`src/rtl/enc7to3_arb.sv`:
```
// Pending-request 7-to-3 priority encoder with a non-preemptive grant/ack handshake.
// Bit 0 has the highest priority; every grant is followed by one mandatory idle cycle.
module enc7to3_arb (
    input  logic       Clock,
    input  logic       Resetn,
    input  logic       E,
    input  logic [6:0] Req,
    input  logic       Ack,
    output logic [2:0] Code,
    output logic       Valid,
    output logic       Multi,
    output logic [6:0] Pending
);

    localparam int unsigned REQ_W  = 7;
    localparam int unsigned CODE_W = 3;

    typedef enum logic {
        ST_IDLE  = 1'b0,
        ST_GRANT = 1'b1
    } state_t;

    state_t              r_state;
    state_t              w_state_nxt;
    logic [REQ_W-1:0]    r_pending;
    logic [REQ_W-1:0]    w_pending_nxt;
    logic [REQ_W-1:0]    w_clr;
    logic [CODE_W-1:0]   r_code;
    logic [CODE_W-1:0]   w_code_nxt;
    logic [CODE_W-1:0]   w_low_idx;
    logic                r_valid;
    logic                w_valid_nxt;
    logic                r_multi;
    logic                w_multi_nxt;

    // Index of the lowest set bit; only consulted when the vector is non-zero.
    function automatic logic [CODE_W-1:0] lowest_set(input logic [REQ_W-1:0] vec);
        logic [CODE_W-1:0] idx;
        idx = '0;
        for (int i = REQ_W - 1; i >= 0; i--) begin
            if (vec[i]) idx = CODE_W'(i);
        end
        return idx;
    endfunction

    always_comb begin
        w_state_nxt   = r_state;
        w_code_nxt    = r_code;
        w_valid_nxt   = r_valid;
        w_multi_nxt   = 1'b0;
        w_clr         = (r_valid && Ack) ? (REQ_W'(1) << r_code) : '0;
        w_low_idx     = lowest_set(r_pending);
        // New captures are OR-ed after the clear so a re-request of the acked code survives.
        w_pending_nxt = (r_pending & ~w_clr) | (E ? Req : '0);

        case (r_state)
            ST_IDLE: begin
                if (r_pending != '0) begin
                    w_code_nxt  = w_low_idx;
                    w_valid_nxt = 1'b1;
                    w_state_nxt = ST_GRANT;
                end else begin
                    w_code_nxt  = '0;
                    w_valid_nxt = 1'b0;
                end
            end
            ST_GRANT: begin
                if (Ack) begin
                    w_code_nxt  = '0;
                    w_valid_nxt = 1'b0;
                    w_state_nxt = ST_IDLE;
                end
            end
            default: begin
                w_code_nxt  = '0;
                w_valid_nxt = 1'b0;
                w_state_nxt = ST_IDLE;
            end
        endcase

        // Multi is computed against the same next-cycle Pending/Code it will be seen with.
        w_multi_nxt = w_valid_nxt && ((w_pending_nxt & ~(REQ_W'(1) << w_code_nxt)) != '0);
    end

    always_ff @(posedge Clock or negedge Resetn) begin
        if (!Resetn) begin
            r_state   <= ST_IDLE;
            r_pending <= '0;
            r_code    <= '0;
            r_valid   <= 1'b0;
            r_multi   <= 1'b0;
        end else begin
            r_state   <= w_state_nxt;
            r_pending <= w_pending_nxt;
            r_code    <= w_code_nxt;
            r_valid   <= w_valid_nxt;
            r_multi   <= w_multi_nxt;
        end
    end

    assign Code    = r_code;
    assign Valid   = r_valid;
    assign Multi   = r_multi;
    assign Pending = r_pending;

endmodule

```
`config.mk`:
```
export PLATFORM = sky130hd
export DESIGN_NAME = enc7to3_arb
export DESIGN_NICKNAME = d
export VERILOG_FILES = /design/src/rtl/enc7to3_arb.sv
export SDC_FILE = /design/constraint.sdc
export NUM_CORES = 1
export LEC_CHECK = 0
export ABC_AREA = 1
export CORE_UTILIZATION = 48
export CTS_CLUSTER_DIAMETER = 100
export CTS_CLUSTER_SIZE = 24
export DETAILED_ROUTE_END_ITERATION = 8
export PLACE_DENSITY_LB_ADDON = 0.2
export SLEW_MARGIN = 20
export SYNTH_ARGS = -nofsm -noshare
export SYNTH_HDL_FRONTEND = slang
export SYNTH_SLANG_ARGS = --single-unit
```
`constraint.sdc`:
```
create_clock -name Clock -period 3.1 [get_ports Clock]
set_clock_uncertainty 0.15 [all_clocks]
set_input_delay 0.31 -clock Clock [delete_from_list [all_inputs] [get_ports Clock]]
set_output_delay 0.31 -clock Clock [all_outputs]
set_load 0.03 [all_outputs]
```
Yosys cells after proc, flatten, opt, wreduce, memory -nomap -nowiden
Index checks and enable logic that the tools add are counted.
{"block": "totals", "reg_bits": 13, "inputBits": 11}
{"block": "op_classes", "shifts": 2, "muxes": 17, "n_bitwise": 6, "reduce_logical": 4}
{"op": "2-to-1 mux 3 bit", "n": 9}
{"op": "AND 7 bit", "n": 2}
{"op": "2-to-1 mux 7 bit", "n": 2}
{"op": "inverter 7 bit", "n": 2}
{"op": "nonzero test 7 bit", "n": 2}
{"op": "left shift 1 x 3 -> 7 bit, first input constant", "n": 2}
{"op": "bitwise OR 7 bit", "n": 1}
{"op": "one-hot mux 3 bit (2 select lines)", "n": 1}
{"op": "one-hot mux 1 bit (2 select lines)", "n": 2}
{"op": "2-to-1 mux 1 bit", "n": 3}
{"op": "logical AND 1 bit", "n": 2}
{"op": "inverter 1 bit", "n": 1}

Depth between registers and ports, before layout
Gate-level depths: netlist of run 1.
{"block": "depth", "word_depth": 14, "depth_mapped": 12}

Worst setup path after synthesis of run 1
OpenSTA, ideal clock, no wires.
{"block": "synth_path", "path_type": "register -> register", "start": "reg r_pending[5], in the netlist Pending[5]", "end": "reg r_multi, in the netlist Multi", "t_arrival_ps": 1329, "slack_ps": 1496, "path_stages_with_launch": 9, "synth_period_minus_slack_ps": 1604, "cell_sequence": "dfrtp_1 -> nor3_2 -> nor2_2 -> nor2_4 -> nand4_1 -> nand2_1 -> nand2_1 -> nor2_1 -> a21oi_1"}
{"block": "synth_between", "elab_chain_len": 13, "elab_cells_between_ends": 18, "cone_classes": "1 x shift; 10 x mux; 4 x bitwise; 3 x reduce/logical"}
{"element": "from (decl)", "line_no": "25", "text": "logic [REQ_W-1:0] r_pending;"}
{"element": "from (signal assigned)", "line_no": "94", "text": "r_pending <= w_pending_nxt;"}
{"element": "2-to-1 mux 3 bit (6 in series)", "line_no": "41", "text": "if (vec[i]) idx = CODE_W'(i);"}
{"element": "2-to-1 mux 3 bit", "line_no": "58", "text": "if (r_pending != '0) begin"}
{"element": "one-hot mux 3 bit (2 select lines)", "line_no": "56", "text": "case (r_state)"}
{"element": "left shift 1 x 3 -> 7 bit", "line_no": "82", "text": "w_multi_nxt = w_valid_nxt && ((w_pending_nxt & ~(REQ_W'(1) << w_code_nxt)) != '0);"}
{"element": "inverter 7 bit", "line_no": "82"}
{"element": "AND 7 bit", "line_no": "82"}
{"element": "nonzero test 7 bit", "line_no": "82"}
{"element": "logical AND 1 bit *", "line_no": "82"}
{"element": "net w_multi_nxt", "line_no": "34", "text": "logic w_multi_nxt;"}
{"element": "to (signal assigned)", "line_no": "97", "text": "r_multi <= w_multi_nxt;"}
{"element": "to (decl)", "line_no": "33", "text": "logic r_multi;"}
Mark *: on every way through the listed nets, which the timed path passes. The rest lies on a longest branch.

Worst setup path in the final report of run 1
{"block": "layout_path", "start": "reg r_pending[5], in the netlist Pending[5]", "end": "out Pending[5]"}
{"element": "to (decl)", "line_no": "12", "text": "output logic [6:0] Pending"}
No word-level cell between the ends.

==> results.toml, run 1 <==
[run_status]
status = "complete, no violations"

[sta]
finalHoldViolCount = 0
worstMarginPinSlew_ns = 0.605
timing.setup.tns_ns = 0
layout_min_cycle_time_ns = 1.89
period_share_pct = 60.9
fmax_mhz = 530
drv_slew = 0
holdWs_ns = 0.248
max_slew_margin_pct = 59.6
rsz0062_at_grt = "no"
finalSetupViolCount = 0
setup_ws_ns = 1.21

[route]
avgViaCountPerCell = 5.27
route.detailed.drc = 0
dr_wl_met2_um = 903
dr_total_vias = 754
top_layer = "met4"
first_pass_iters = 4
wl_um = 1800
wl_per_cell_um = 12.6
met3WireLength_um = 60
ant_nets = 0
drtIter0Drc = 19
met1_length_um = 792

[pwr]
p_per_area_mw_per_mm2 = 661
leakagePower_nw = 0.481
ir_worst_vdd_mv = 0.365
power_mw = 0.670

[global_route]
overflow = 0
antenna_found_initial = 0
grt_usage_pct = 24.4
grt_max_degree = 14
grt_pass1_vias = 701
grt_pass1_wl_um = 3160

[floorplan]
dieArea_mm2 = 0.00172
initial_core_util_pct = 54.2
core-area_mm2 = 0.00138
std_cell_rows = 13
pin_count = 23
die_w_um = 41.5
die_h_um = 41.5

[run]
maxCapViolCount = 0

[worst_setup_path]
cp.required_ns = 2.64
critical_path_buf_inv_count = 1
cpLargestDelayFamily = "buffers and inverters"
critPathSlowestCell = "clkdlybuf4s50_1"
start_kind = "flop"
crit_chain = "clkdlybuf4s50_1"
critPathKind = "reg -> out"
crit_path_end_kind = "primary output"
critPathMaxStageDelay_ns = 0.71
worstPathMaxFanout = 5
crit_arrival_ns = 1.43

[synth]
seq_area_frac_synth_pct = 43.4
synth_warnings = 0
synthCells = 102
ys_ff_latch = 13
synth_fp_nets = 113
syn_area_per_cell_um2 = 7.35
netlist_area_um2 = 749
synth.distinct_cells = 18

[placed_design]
place_ws_ns = 1.17
gp_congestion = 0.911
dp_cells = 139
place_area_um2 = 988
hpwlAfterDp_um = 1460
numPortBuffers = 22

[final_layout]
areaGrowthSynthToFinish_pct = 35.4
fin_area_mm2 = 0.00101
layout.cells.non_filler = 143
diodes = 0
fin_util_pct = 73.4
fin_nets = 140
drive_gt1_share_pct = 17.2

[cts]
post-cts-setup-buffer-count = 0
cts_resized = 0
numClockSinks = 13
cts.hold.buffers_added = 0
cts-root-buf = "clkbuf_4"
clock_latency_ns = 0.29
clockBufferDepth = 2
cts-htree-levels = 1
cts_tree = "done"
clk_pin_slew_ns = 0.08
cts_buffers = 3

[hold_path]
hp-class = "in -> async"
==> sequential cells by signal, summed over array words and instances, names as in the netlist <==
register	flops
Code	3
Valid	1
Pending	7
r_state	1
Multi	1
==> Yosys cell counts (all sizes together) <==
library cell,number,area share [%]
a21oi,3,2.0
dfrtp,13,43
inv,16,8.0
nand2,41,22
nand3,6,5.7
nand4,4,3.3
nor2,8,6.3
nor3,2,2.0
o21ai,7,4.7
o21bai,1,1.5
or2,1,0.84
==> power by group <==
| part | switching [mW] | internal, mW |
|---|---|---|
| clock network | 0.0586 | 0.0501 |
| logic | 0.196 | 0.118 |
| registers | 0.0376 | 0.209 |
| total | 0.292 | 0.378 |
==> cell type report <==
type	count	area, um2
clock buffers	4	26.3
fillers	126	368
inverters	16	60.1
multi-input cells	73	364
flip-flops and latches	13	325
well taps	15	18.8
repair buffers	22	220
==> cells in the final DEF (no fill, tap or decap) <==
cell / instances
nand2_1: 38
clkdlybuf4s50_1: 22
dfrtp_1: 13
inv_1: 9
inv_2: 7
o21ai_0: 7
nand3_1: 5
nor2_2: 4
nand4_1: 4
nor2_1: 3
a21oi_1: 3
clkbuf_4: 3
nand2_2: 2
nand3_4: 1
nand2_4: 1
nor3_1: 1
nor3_2: 1
o21bai_2: 1
nor2_4: 1
or2_2: 1
clkbuf_1: 1
==> cells by family after synthesis <==
family | after synthesis | share of synthesized area, %
AO/OA/AOI/OAI | 11 | 8.18
AND/OR/NAND/NOR | 62 | 40.4
flip-flops | 13 | 43.4
buffers and inverters | 16 | 8.01
==> layer usage <==
layer / GRT usage (%) / up-vias
li1: - / 377
met1: 33.5 / 349
met2: 37.5 / 23
met3: 3.91 / 5
met4: 11.6 / 0
met5: 0 / -
==> path summary, 6_finish.rpt <==
check	end	startpoint	slack, ns	cells after the start
max reg2reg	Multi	Pending[5]	1.43	8
min in group Clock	Valid	Valid	0.40	2
min	Pending[2]	Resetn	0.25	1
max	Pending[5]	Pending[5]	1.21	1
max in group asynchronous	r_state	Resetn	2.16	1
min reg2reg	Valid	Valid	0.40	2
No activity file was read; power rests on OpenSTA's default activity.
==> run 2, diff against run 1 <==
--- a/config.mk
+++ b/config.mk
@@ -6,7 +6,7 @@
 export NUM_CORES = 1
 export LEC_CHECK = 0
 export ABC_AREA = 1
-export CORE_UTILIZATION = 48
+export CORE_UTILIZATION = 40
 export CTS_CLUSTER_DIAMETER = 100
 export CTS_CLUSTER_SIZE = 24
 export DETAILED_ROUTE_END_ITERATION = 8
==> constraint.sdc (replaced) <==
create_clock -name Clock -period 1.55 [get_ports Clock]
set_clock_uncertainty 0.15 [all_clocks]
set_input_delay 0.155 -clock Clock [delete_from_list [all_inputs] [get_ports Clock]]
set_output_delay 0.155 -clock Clock [all_outputs]
set_load 0.03 [all_outputs]
==> run 2 against run 1 <==
Net effect:
- the run now ends with setup timing left
- final area increased by 14%
- die area up 19%
- routed wire length up 10%
- power rose by 110%
- critical path depth increased by 7
- hold slack worse by 0.21 ns
- register-to-register slack lost 1.4 ns
- non-clock buffer count rose by 13
- global-route usage is 2.0 points lower
- largest cell class unchanged
==> results.toml, run 2 (same netlist as run 1, synthesis figures left out) <==
[cts]
cts-htree-levels = 1
clock_latency_ns = 0.27
clockBufferDepth = 2
numClockSinks = 13
cts_buffers = 3
cts_tree = "done"
clk_pin_slew_ns = 0.08
cts-root-buf = "clkbuf_4"
cts.hold.buffers_added = 0

[global_route]
overflow = 0
grt_usage_pct = 22.4
grt_pass1_vias = 753
use_met2_pct = 39.7
antenna_found_initial = 0
grt_pass1_wl_um = 3240
grt_busiest_layer = "met2"
use_met3_pct = 1.20
grt_use_met1_pct = 28.8
grt_max_degree = 14

[run_status]
violations = "setup timing"
status = "complete, but fails checks"

[sta]
drv_slew = 0
finalHoldViolCount = 0
worstMarginPinSlew_ns = 0.314
finalSetupViolCount = 1
layout_min_cycle_time_ns = 1.55
rsz0062_at_grt = "yes"
fmax_mhz = 644
period_share_pct = 100
setup_ws_ns = -0.00393
max_slew_margin_pct = 79.1

[worst_setup_path]
crit_top_cell = "nand2_1"
rrSetupSlack_ns = -0.004
cp.required_ns = 1.55
crit_chain = "nor2_4 > nand3_2 > o21bai_4 > nand4_1 > nand2_1 > nand2_1 > nor2_1 > a21oi_1"
critPathMaxStageDelay_ns = 0.43
crit_path_end_kind = "flop"
worstPathMaxFanout = 4
crit_arrival_ns = 1.56
critPathSlowestCell = "dfrtp_2"
start_kind = "flop"
critPathKind = "reg -> reg"
critical_path_buf_inv_count = 0
cpLargestDelayFamily = "simple AND/OR/NAND/NOR gates"

[floorplan]
die_w_um = 45.3
dieArea_mm2 = 0.00205
die_h_um = 45.3
pin_count = 23
initial_core_util_pct = 42.9
core-area_mm2 = 0.00175
std_cell_rows = 15

[route]
dr_total_vias = 803
wl_um = 1980
drtIter0Drc = 13
wl_per_cell_um = 11.9
route.detailed.drc = 0
avgViaCountPerCell = 4.84
first_pass_iters = 4
ant_nets = 0

[placed_design]
numPortBuffers = 22
hpwlAfterDp_um = 1600
gp_congestion = 0.936

[final_layout]
multi_input_comb_area_um2 = 400
areaGrowthSynthToFinish_pct = 53.9
layout_common_cells = "37 x nand2_1, 13 x buf_4, 12 x dlygate4sd2_1"
largest_register_ffs = 7
layout_commonest_cell = "nand2_1"
drive_gt1_share_pct = 31.2
regArea_um2 = 333
n_fill_cell = 160
fin_util_pct = 66.1
diodes = 0
fin_nets = 153

[hold_path]
hp-class = "in -> async"

[pwr]
p_per_area_mw_per_mm2 = 1220
ir_worst_vdd_mv = 0.628
leakagePower_nw = 0.564
power_mw = 1.41

[run]
maxCapViolCount = 0
run 2: cell count changes in the layout (fill, tap and decap cells not counted), sizes merged:
cell,change
dlygate4sd2,+12
buf,+13
clkdlybuf4s50,-12
run 2: stage by stage:
stage           TNS, ns  std cells  hold WS, ns  worst slack (ns)  area [um2]
2_1_floorplan         0        102       -0.291           0.00653         762
3_3_place_gp     -0.163        159        0.326            -0.163        1090
3_5_place_dp     -0.180        159        0.326            -0.180        1090
4_1_cts               0        165       0.0315           0.00949        1140
5_1_grt         -0.0991        166       0.0334           -0.0991        1150
6_report       -0.00393        166       0.0337          -0.00393        1150
run 2: path summary, 6_finish.rpt:
path	from	end	depth (start not counted)
worst max-delay path	Pending[1]	Multi	8
worst min-delay path	Resetn	Pending[3]	2
worst max register to register	Pending[1]	Multi	8
worst min register to register	Valid	Valid	2
max in group asynchronous	Resetn	Pending[2]	2
min in group Clock	Req[5]	Pending[5]	3
run 2: area by class of cell:
class	instances	area share (%)
multi-input combinational	73	34.7
clock buffer	4	2.28
sequential	13	28.9
timing repair buffer	35	26.2
inverter	16	5.21
tap	25	2.71
run 2: layer usage:
metal  part of all wire [%]  routed length (um)
met2                     52                1030
met4                    1.2                  24
met1                     44                 865
met3                    2.7                  54
met5                      0                   0
run 2: timing repair:
item,in CTS,in global routing
setup buffers,2,1
endpoints found under the setup margin,13,1
pin swaps,1,4
resized for setup,17,3
run 2: power breakdown:
part / switching [mW] / leakage, nW / total, mW / internal (mW)
Clock: 0.107 / 0.0150 / 0.207 / 0.0995
Combinational: 0.432 / 0.412 / 0.706 / 0.274
Sequential: 0.0730 / 0.137 / 0.497 / 0.424
==> run 3, diff against run 2 <==
--- a/config.mk
+++ b/config.mk
@@ -11,6 +11,7 @@
 export CTS_CLUSTER_SIZE = 24
 export DETAILED_ROUTE_END_ITERATION = 8
 export PLACE_DENSITY_LB_ADDON = 0.2
+export SKIP_LAST_GASP = 1
 export SLEW_MARGIN = 20
 export SYNTH_ARGS = -nofsm -noshare
 export SYNTH_HDL_FRONTEND = slang
==> results of run 3 <==
Same layout as run 2: the final DEF is identical, and so are final timing and power.
